==> config.mk <==
export PLATFORM = sky130hd
export DESIGN_NAME = multicycle_alu
export DESIGN_NICKNAME = d
export VERILOG_FILES = /design/src/rtl/multicycle_alu.sv
export SDC_FILE = /design/constraint.sdc
export NUM_CORES = 1
export LEC_CHECK = 0
export CORE_MARGIN = 8
export CORE_UTILIZATION = 45
export CTS_BUF_LIST = sky130_fd_sc_hd__clkbuf_16
export CTS_CLUSTER_DIAMETER = 150
export DETAILED_ROUTE_END_ITERATION = 16
export PLACE_DENSITY = 0.69
export SYNTH_ARGS = -nofsm -noshare
export SYNTH_HDL_FRONTEND = slang
export SYNTH_SLANG_ARGS = --single-unit
export TNS_END_PERCENT = 20
==> constraint.sdc <==
create_clock -name clk -period 13.3 [get_ports clk]
set_clock_uncertainty 0.15 [all_clocks]
set_input_delay 1.995 -clock clk [delete_from_list [all_inputs] [get_ports clk]]
set_output_delay 1.995 -clock clk [all_outputs]
set_load 0.02 [all_outputs]
==> src/rtl/multicycle_alu.sv <==
// multicycle_alu: chunk-serial ALU that handles CHUNK bits per cycle.
// An operation takes N = WIDTH/CHUNK cycles after it is accepted.
// Ports:
//   clk, rst        - rising-edge clock, asynchronous active-high reset
//   start           - request an operation (accepted only while ready)
//   ainvert/binvert - invert a / b; binvert is also the initial carry-in
//   op              - 00 AND, 01 OR, 10 ADD, 11 SLT
//   a, b            - operands
//   ready           - idle and able to accept start
//   done            - one-cycle completion pulse
//   result          - registered result, held until the next completion
//   overflow, carry_out, zero - registered flags
module multicycle_alu #(
  parameter int unsigned WIDTH = 32,
  parameter int unsigned CHUNK = 8
) (
  input  logic             clk,
  input  logic             rst,
  input  logic             start,
  input  logic             ainvert,
  input  logic             binvert,
  input  logic [1:0]       op,
  input  logic [WIDTH-1:0] a,
  input  logic [WIDTH-1:0] b,
  output logic             ready,
  output logic             done,
  output logic [WIDTH-1:0] result,
  output logic             overflow,
  output logic             carry_out,
  output logic             zero
);

  localparam int unsigned N  = WIDTH / CHUNK;
  localparam int unsigned KW = (N > 1) ? $clog2(N) : 1;

  typedef enum logic {S_IDLE = 1'b0, S_RUN = 1'b1} state_t;

  state_t           r_state;
  state_t           w_state_nxt;
  logic [KW-1:0]    r_k;
  logic [WIDTH-1:0] r_a;
  logic [WIDTH-1:0] r_b;
  logic [WIDTH-1:0] r_acc;
  logic [1:0]       r_op;
  logic             r_carry;
  logic             r_done;
  logic [WIDTH-1:0] r_result;
  logic             r_overflow;
  logic             r_carry_out;
  logic             r_zero;

  logic             w_k_last;
  logic             w_load;
  logic             w_step;
  logic             w_last;
  logic [CHUNK-1:0] w_a_chunk;
  logic [CHUNK-1:0] w_b_chunk;
  logic [CHUNK:0]   w_sum_ext;
  logic [CHUNK-1:0] w_chunk_res;
  logic             w_cin_msb;
  logic             w_cout;
  logic             w_ovf;
  logic             w_set;
  logic [WIDTH-1:0] w_acc_nxt;
  logic [WIDTH-1:0] w_result_nxt;
  logic             w_ovf_nxt;
  logic             w_cout_nxt;

  assign w_k_last = (r_k == KW'(N - 1));

  // State register
  always_ff @(posedge clk or posedge rst) begin
    if (rst) r_state <= S_IDLE;
    else     r_state <= w_state_nxt;
  end

  // Next-state logic
  always_comb begin
    w_state_nxt = r_state;
    case (r_state)
      S_IDLE:  if (start) w_state_nxt = S_RUN;
      S_RUN:   if (w_k_last) w_state_nxt = S_IDLE;
      default: w_state_nxt = S_IDLE;
    endcase
  end

  // FSM output decode
  always_comb begin
    w_load = 1'b0;
    w_step = 1'b0;
    w_last = 1'b0;
    if (r_state == S_IDLE) begin
      w_load = start;
    end else begin
      w_step = 1'b1;
      w_last = w_k_last;
    end
  end

  // Operands are shifted right each step, so the current chunk is always the low CHUNK bits
  assign w_a_chunk = r_a[CHUNK-1:0];
  assign w_b_chunk = r_b[CHUNK-1:0];
  assign w_sum_ext = {1'b0, w_a_chunk} + {1'b0, w_b_chunk} + {{CHUNK{1'b0}}, r_carry};

  // Carry into the chunk MSB recovered from the MSB sum bit; meaningful on the last chunk only
  assign w_cin_msb = w_a_chunk[CHUNK-1] ^ w_b_chunk[CHUNK-1] ^ w_sum_ext[CHUNK-1];
  assign w_cout    = w_sum_ext[CHUNK];
  assign w_ovf     = w_cin_msb ^ w_cout;
  assign w_set     = w_sum_ext[CHUNK-1] ^ w_ovf;

  // Per-chunk result bits
  always_comb begin
    w_chunk_res = w_sum_ext[CHUNK-1:0];
    case (r_op)
      2'b00:   w_chunk_res = w_a_chunk & w_b_chunk;
      2'b01:   w_chunk_res = w_a_chunk | w_b_chunk;
      default: w_chunk_res = w_sum_ext[CHUNK-1:0];
    endcase
  end

  // Accumulator fills from the top; after N steps chunk 0 sits at the bottom
  assign w_acc_nxt = WIDTH'({w_chunk_res, r_acc} >> CHUNK);

  // Final result and flags, used on the last step
  always_comb begin
    w_result_nxt = w_acc_nxt;
    w_ovf_nxt    = 1'b0;
    w_cout_nxt   = 1'b0;
    case (r_op)
      2'b10: begin
        w_ovf_nxt  = w_ovf;
        w_cout_nxt = w_cout;
      end
      2'b11:   w_result_nxt = WIDTH'(w_set);
      default: w_result_nxt = w_acc_nxt;
    endcase
  end

  // Datapath and output registers
  always_ff @(posedge clk or posedge rst) begin
    if (rst) begin
      r_k         <= '0;
      r_a         <= '0;
      r_b         <= '0;
      r_acc       <= '0;
      r_op        <= 2'b00;
      r_carry     <= 1'b0;
      r_done      <= 1'b0;
      r_result    <= '0;
      r_overflow  <= 1'b0;
      r_carry_out <= 1'b0;
      r_zero      <= 1'b0;
    end else begin
      if (w_load) begin
        r_a     <= ainvert ? ~a : a;
        r_b     <= binvert ? ~b : b;
        r_op    <= op;
        r_carry <= binvert;
        r_k     <= '0;
        r_acc   <= '0;
      end else if (w_step) begin
        r_a     <= r_a >> CHUNK;
        r_b     <= r_b >> CHUNK;
        r_carry <= w_cout;
        r_k     <= r_k + KW'(1);
        r_acc   <= w_acc_nxt;
      end
      r_done <= w_last;
      if (w_last) begin
        r_result    <= w_result_nxt;
        r_overflow  <= w_ovf_nxt;
        r_carry_out <= w_cout_nxt;
        r_zero      <= (w_result_nxt == '0);
      end
    end
  end

  assign ready     = (r_state == S_IDLE);
  assign done      = r_done;
  assign result    = r_result;
  assign overflow  = r_overflow;
  assign carry_out = r_carry_out;
  assign zero      = r_zero;

endmodule
### After elaboration in Yosys (flattened, before gate mapping)

Cells that the tools add are included.

* bitwise logic cells: 9
* add/sub/neg operators: 3
* reductions and logical operators: 3
* muxes and demuxes: 21
* eq/ne operators: 4

Operators with widths (count)
* two-way mux 32 bit: 9
* NOT 32 bit: 2
* logical NOT 32 bit: 1
* case mux 8 bit (2 select lines): 1
* adder 8 x 8 -> 9 bit: 1
* adder 9 x 1 -> 9 bit: 1
* bitwise AND 8 bit: 1
* two-way mux 1 bit: 8
* OR 8 bit: 1
* equality test 2 bit, second input constant: 3
* two-way mux 2 bit: 2
* XOR 1 bit: 4
* adder 2 x 1 -> 2 bit, second input constant: 1
* equality test 2 x 1 -> 1 bit, second input constant: 1
* logical NOT 2 bit: 1
* case mux 1 bit (2 select lines): 1
* nonzero test 2 bit: 1
* NOT 1 bit: 1

* register bits after elaboration: 138
* word-level logic and storage cells: 52
* input bits: 71
* output and inout port bits: 37

### Logic depth before layout (Yosys ltp)

Gate-level depths: netlist of run 1.

* depth in word-level cells: 7
* gate-level depth with buffers: 9
* gate-level depth less buffers: 9

### Worst setup path after synthesis of run 1

No wires, ideal clock.

* kind: input-to-reg
* start point: input port start
* end point: register r_b[9]
* stages on the path: 7
* data required time: 13.017 ns
* data arrival time: 3.047 ns
* setup time: 0.133 ns
* path buffers: 3
* setup slack: 9.970 ns
* path through: clkbuf_1 inv_1 clkbuf_1 clkbuf_1 nor2_1 a21oi_1 o21ai_0

* cells in the longest elaborated chain, start to end: 2
* elaborated cells on any way between the ends: 3
* those cells by class: mux (2); reduce/logical (1)

Ends and longest elaborated chain
* from (decl): line 19 `input logic start,`
* two-way mux 1 bit *: line 92 `if (r_state == S_IDLE) begin`
* two-way mux 32 bit / nonzero test 2 bit (equally long branches)
* to (signal assigned): line 156 `r_b <= binvert ? ~b : b;`
* to (signal assigned): line 163 `r_b <= r_b >> CHUNK;`
* to (decl): line 42 `logic [WIDTH-1:0] r_b;`

Mark *: on every way between the ends. The rest lies on a longest branch, timed or not.
A chain may end at the register's enable or synchronous reset.

### Worst setup path after layout of run 1

* start point: register r_state
* end point: output port ready

* cells in the longest elaborated chain, start to end: 1

Ends and longest elaborated chain
* from (decl): line 38 `state_t r_state;`
* from (signal assigned): line 74 `else r_state <= w_state_nxt;`
* NOT 1 bit
* to (decl): line 25 `output logic ready,`

No other way between the ends.

==> reports/qor.csv, run 1 <==
metric;value;unit
final hold violations;0;
CTS-repair resized insts;0;
top cells by count, synth;130 x dfrtp_1, 105 x nand2_1, 80 x nor2_1, 80 x o21ai_0, 65 x xnor2_1;
htree depth;4;
die area;19000;um^2
Post-CTS Setup Bufs;0;
top cell type's share of synthesized area;48.6;%
Rows;44;
number of synthesized flops with an enable pin;0;
final worst path period need;4.45;ns
Clock Pin Slew Worst Setup and Hold Paths;0.05;ns
Cells after Synth;730;
Initial Util;46.1;%
First-pass DRT Iterations;7;
Sink Count;130;
core area;14500;um^2
Worst Tran Pin Value;1.15;ns
Tot GR Track Use;16.1;%
layout cells sized above 1;6.11;%
hold-fix buffers at CTS;0;
die width;138;um
largest net degree at the start of global routing;122;
DRC;0;
Sum Neg Setup Slack;0;ns
ant diodes;0;
Total Wirelength;15000;um
most numerous cell in the Yosys netlist;dfrtp_1;
maximum clock rate;225;MHz
via count;5256;
Ys Warns;0;
Worst R2R Setup Slack;10.35;ns
max_slew headroom;23.0;%
r2r startpoint;r_a[0];
fraction of registers with async set/reset;100;%
critical path required time;11.15;ns
vias in the first global route;5176;
PD cells;216;nW/um^2
worst hold endpoint;r_a[17];
Root Buffer;clkbuf_16;
TritonCTS Buffers;17;
Seq cells post-synth;130;
GR met2 Demand/Resource;25.0;%
CP max FO;78;
total gr overflow;0;
clk_lat worst skew;0.42;ns
Max Cap Viol;0;
met3 Use GR;4.97;%
CTS max path bufs;2;
period utilization;33.5;%
CP endpoint kind;primary output;
R2R cell count;9;
met1 global-route usage;20.5;%
most used routing layer in global routing;met2;
number of distinct library cells after synthesis;54;
Main synth FF type;dfrtp_1;
Peak supply drop;0.000120;V
hold_ws;0.328;ns
hold path cells;2;
Post-DRT Antenna Nets;0;
Leak;3.54;nW
first-pass GRT wire length;25600;um
CTS tree;done;
HPWL Detailed;10800;um
routed length per placed instance;15.0;um
number of setup violations in the final report;0;
Synth Net Count;820;
Seq/Total Area, Yosys;48.6;%
Die Ht;138;um
RR Endpoint;zero;
Synth area leader;dfrtp_1;
fin. max-slew vios;0;
crit path launch type;flop;
WP data arrival;2.31;ns
Worst Hold Launch;r_a[25];
P&R area growth vs syn;24.2;%
initial DRC count;378;
Buffers on Ports;107;
Syn Std Cell Area;6700;um^2
Vias/cell;5.24;
I/O Pins;108;
post-layout net count;897;
crit path kind;reg -> out;
RSZ-0062 raised after global routing;false;
Avg Cell Area, Syn;9.17;um^2
initial antenna violation count;0;
Synth area leaders;dfrtp_1 49%, xnor2_1 8.5%, o21ai_0 6.0%;
gpl congestion;0.808;
HP Class;reg -> reg;
status;completed;
-- power by group --
group          internal (W)  switching (W)  total (W)
logic              0.000305       0.000355   0.000660
clock network      0.000250       0.000162   0.000412
registers          0.000555       0.000169   0.000724
total               0.00111       0.000686    0.00180
-- worst max-delay path: stages, from the launching register on --
cell and delay [ns]:
dfrtp_4 0.85, inv_1 0.37, clkdlybuf4s50_1 0.66
-- area by class of cell --
type,instances,area [um^2]
multi-input combinational,518,3090
clock inverter,14,98.8
inverter,27,105
clock buffer,17,425
fill,1305,6220
tap,184,230
sequential,130,3260
timing repair buffer,113,1110
-- layout by cell type (no fill, tap or decap), types with 6 or more instances in the layout --
cell type | netlist | layout
dfrtp_1 | 130 | 129
nand2_1 | 105 | 105
clkdlybuf4s50_1 | 0 | 105
nor2_1 | 80 | 80
o21ai_0 | 80 | 80
xnor2_1 | 65 | 65
a21oi_1 | 58 | 58
inv_1 | 27 | 25
a22o_1 | 25 | 25
a211oi_1 | 21 | 21
ha_1 | 17 | 17
clkbuf_16 | 0 | 17
o21ai_1 | 7 | 7
mux2i_1 | 6 | 6
clkinv_2 | 0 | 6
buf_4 | 0 | 6
-- per-stage QoR --
step / instance area [um^2] / utilization [%] / total power [W] / instances / worst slack (ns)
after floorplan: 6700 / - / 0.00116 / 730 / 7.69
after global placement: 7790 / 53.6 / 0.00137 / 972 / 8.98
after detailed placement: 7790 / 53.6 / 0.00139 / 972 / 8.91
after CTS: 8320 / 57.2 / 0.00181 / 1003 / 8.82
after global routing: 8320 / 57.2 / 0.00193 / 1003 / 8.68
final: 8320 / 57.2 / 0.00180 / 1003 / 8.85
-- flip-flops by register name, indices dropped and copies added (netlist names) --
signal     cells
r_a           32
r_b           32
result        32
r_acc         24
r_k            2
r_op           2
carry_out      1
done           1
overflow       1
r_carry        1
r_state        1
zero           1
-- metal layers --
metal	part of all wire (%)	vias to the layer above
li1	-	2633
met1	46	2456
met2	47	147
met3	5.3	20
met4	1.7	0
met5	0	-
-- logic make-up (layout without fill, tap and decap cells) --
kind of cell,count (synthesis),in the layout,share of synthesized area [%]
DFF,130,130,48.6
adders and majority gates,19,19,3.77
muxes,9,9,1.40
xor gates and xnor gates,68,68,8.89
AOI/OAI and AO/OA,213,213,19.3
buffers and inverters,82,171,5.23
and+or+nand+nor,209,209,12.9
-- worst max-delay path by stage --
stage          slack, ns    start         to
2_1_floorplan       7.69      rst  carry_out
3_3_place_gp        8.98    start    r_op[1]
3_5_place_dp        8.91    start    r_op[1]
4_1_cts             8.82  r_state      ready
5_1_grt             8.68  r_state      ready
6_report            8.85  r_state      ready
(Power assumes the default switching activity.)
==> inputs of run 2 (changes only) <==
clock period = 4.45 ns   (was 13.3 ns; I/O delays follow)
==> reports/qor.csv, run 2 (synthesis gave the netlist of run 1 again) <==
metric;value;unit
Sink Count;130;
CP max FO;80;
core area;14500;um^2
max_slew headroom;38.2;%
HP Class;reg -> reg;
critical path required time;3.63;ns
Post-CTS Setup Bufs;0;
P&R area growth vs syn;25.2;%
Worst Tran Pin Value;0.927;ns
via count;5245;
met1 WL;7420;um
RSZ-0062 raised after global routing;false;
crit path launch type;flop;
CTS-repair resized insts;0;
die area;19000;um^2
CTS max path bufs;2;
Vias/cell;5.21;
most frequent cells in the layout;129 x dfrtp_1, 105 x nand2_1, 105 x clkdlybuf4s50_1, 80 x nor2_1, 80 x o21ai_0;
Buffers on Ports;107;
Max Cap Viol;0;
final hold violations;0;
Tot GR Track Use;16.4;%
hold_ws;0.327;ns
Tot Pwr;0.00553;W
Worst R2R Setup Slack;1.52;ns
fin area;8390;um^2
Root Buffer;clkbuf_16;
Die Ht;138;um
largest net degree at the start of global routing;81;
crit path kind;reg -> out;
vias in the first global route;5134;
CP Buf/Inv Count;2;
HPWL Detailed;11100;um
met2 WL;7120;um
Total Wirelength;15500;um
PD cells;659;nW/um^2
initial antenna violation count;0;
fin. max-slew vios;0;
First-pass DRT Iterations;5;
hold path cells;2;
Rows;44;
WP data arrival;2.33;ns
maximum clock rate;318;MHz
hold-fix buffers at CTS;0;
routed length per placed instance;15.4;um
die width;138;um
Critical Path Slowest Stage Cell;dfrtp_4;
post-layout net count;899;
r2r startpoint;r_a[0];
gpl congestion;0.850;
ant diodes;0;
initial DRC count;380;
crit-path cells;inv_1 -> clkdlybuf4s50_1;
I/O Pins;108;
final design utilization;57.7;%
max layer used;met4;
htree depth;4;
Peak supply drop;0.000352;V
layout cells sized above 1;7.06;%
Worst Hold Launch;result[30];
met3 routed wirelength;694;um
CP peak stage delay;0.85;ns
clk_lat worst skew;0.42;ns
TritonCTS Buffers;17;
worst hold endpoint;result[30];
status;completed;
CP top delay family;buffers and inverters;
Post-DRT Antenna Nets;0;
CP endpoint kind;primary output;
DRC;0;
RR Endpoint;zero;
total gr overflow;0;
Sum Neg Setup Slack;0;ns
CTS tree;done;
Leak;3.57;nW
Initial Util;46.1;%
commonest non-fill, non-tap cell in the layout;dfrtp_1;
Area after DPL;7810;um^2
number of setup violations in the final report;0;
R2R cell count;9;
first-pass GRT wire length;26300;um
Clock Pin Slew Worst Setup and Hold Paths;0.06;ns
period utilization;70.7;%
final worst path period need;3.14;ns
## run 2: changes by cell type in the layout (fill, tap and decap cells not counted)
| cell | before | now |
|---|---|---|
| clkinv_1 | 5 | 0 |
| inv_6 | 0 | 4 |
| buf_4 | 6 | 8 |
| clkinvlp_4 | 1 | 3 |
| bufinv_16 | 1 | 2 |
| clkinv_2 | 6 | 5 |
## run 2: how the worst max path moves through the flow
stage,startpoint,end,slack (ns),cells past startpoint
after floorplan,rst,carry_out,0.16,1
after global placement,r_a[0],zero,1.61,9
after detailed placement,r_a[0],zero,1.58,9
after CTS,r_state,ready,1.28,2
after global routing,r_state,ready,1.14,2
final,r_state,ready,1.31,2
## run 2: through the flow
step,instances,setup WS (ns)
after floorplan,730,0.163
after global placement,974,1.61
after detailed placement,974,1.58
after CTS,1006,1.28
after global routing,1006,1.14
final,1006,1.31
## run 2: cell type report
type	instances	area (um^2)
Timing Repair Buffer	115	1120
Clock inverter	15	155
Multi-Input combinational cell	518	3090
Tap cell	184	230
Clock buffer	17	425
Inverter	27	105
Fill cell	1285	6150
Sequential cell	130	3260
## run 2: routing by layer
layer  vias to the layer above  global-route usage (%)
met4                         0                    5.95
met3                        19                    4.90
met5                         -                       0
met1                      2454                    21.9
met2                       135                    24.6
li1                       2637                       -
## run 2: where the power goes
group          switching (W)  total, W  internal [W]  leakage, nW
logic                0.00108   0.00200      0.000913         1.60
clock network       0.000537   0.00136      0.000827        0.280
registers           0.000512   0.00217       0.00166         1.69
## run 2: worst reg2reg max path, cell delays in order, from the launching register on
cell	delay, ns
dfrtp_1	0.43
fa_1	0.48
inv_1	0.09
fa_1	0.19
nand2b_2	0.15
a211oi_2	0.07
or3_1	0.36
a311o_1	0.34
a2111oi_2	0.38
a32o_2	0.22
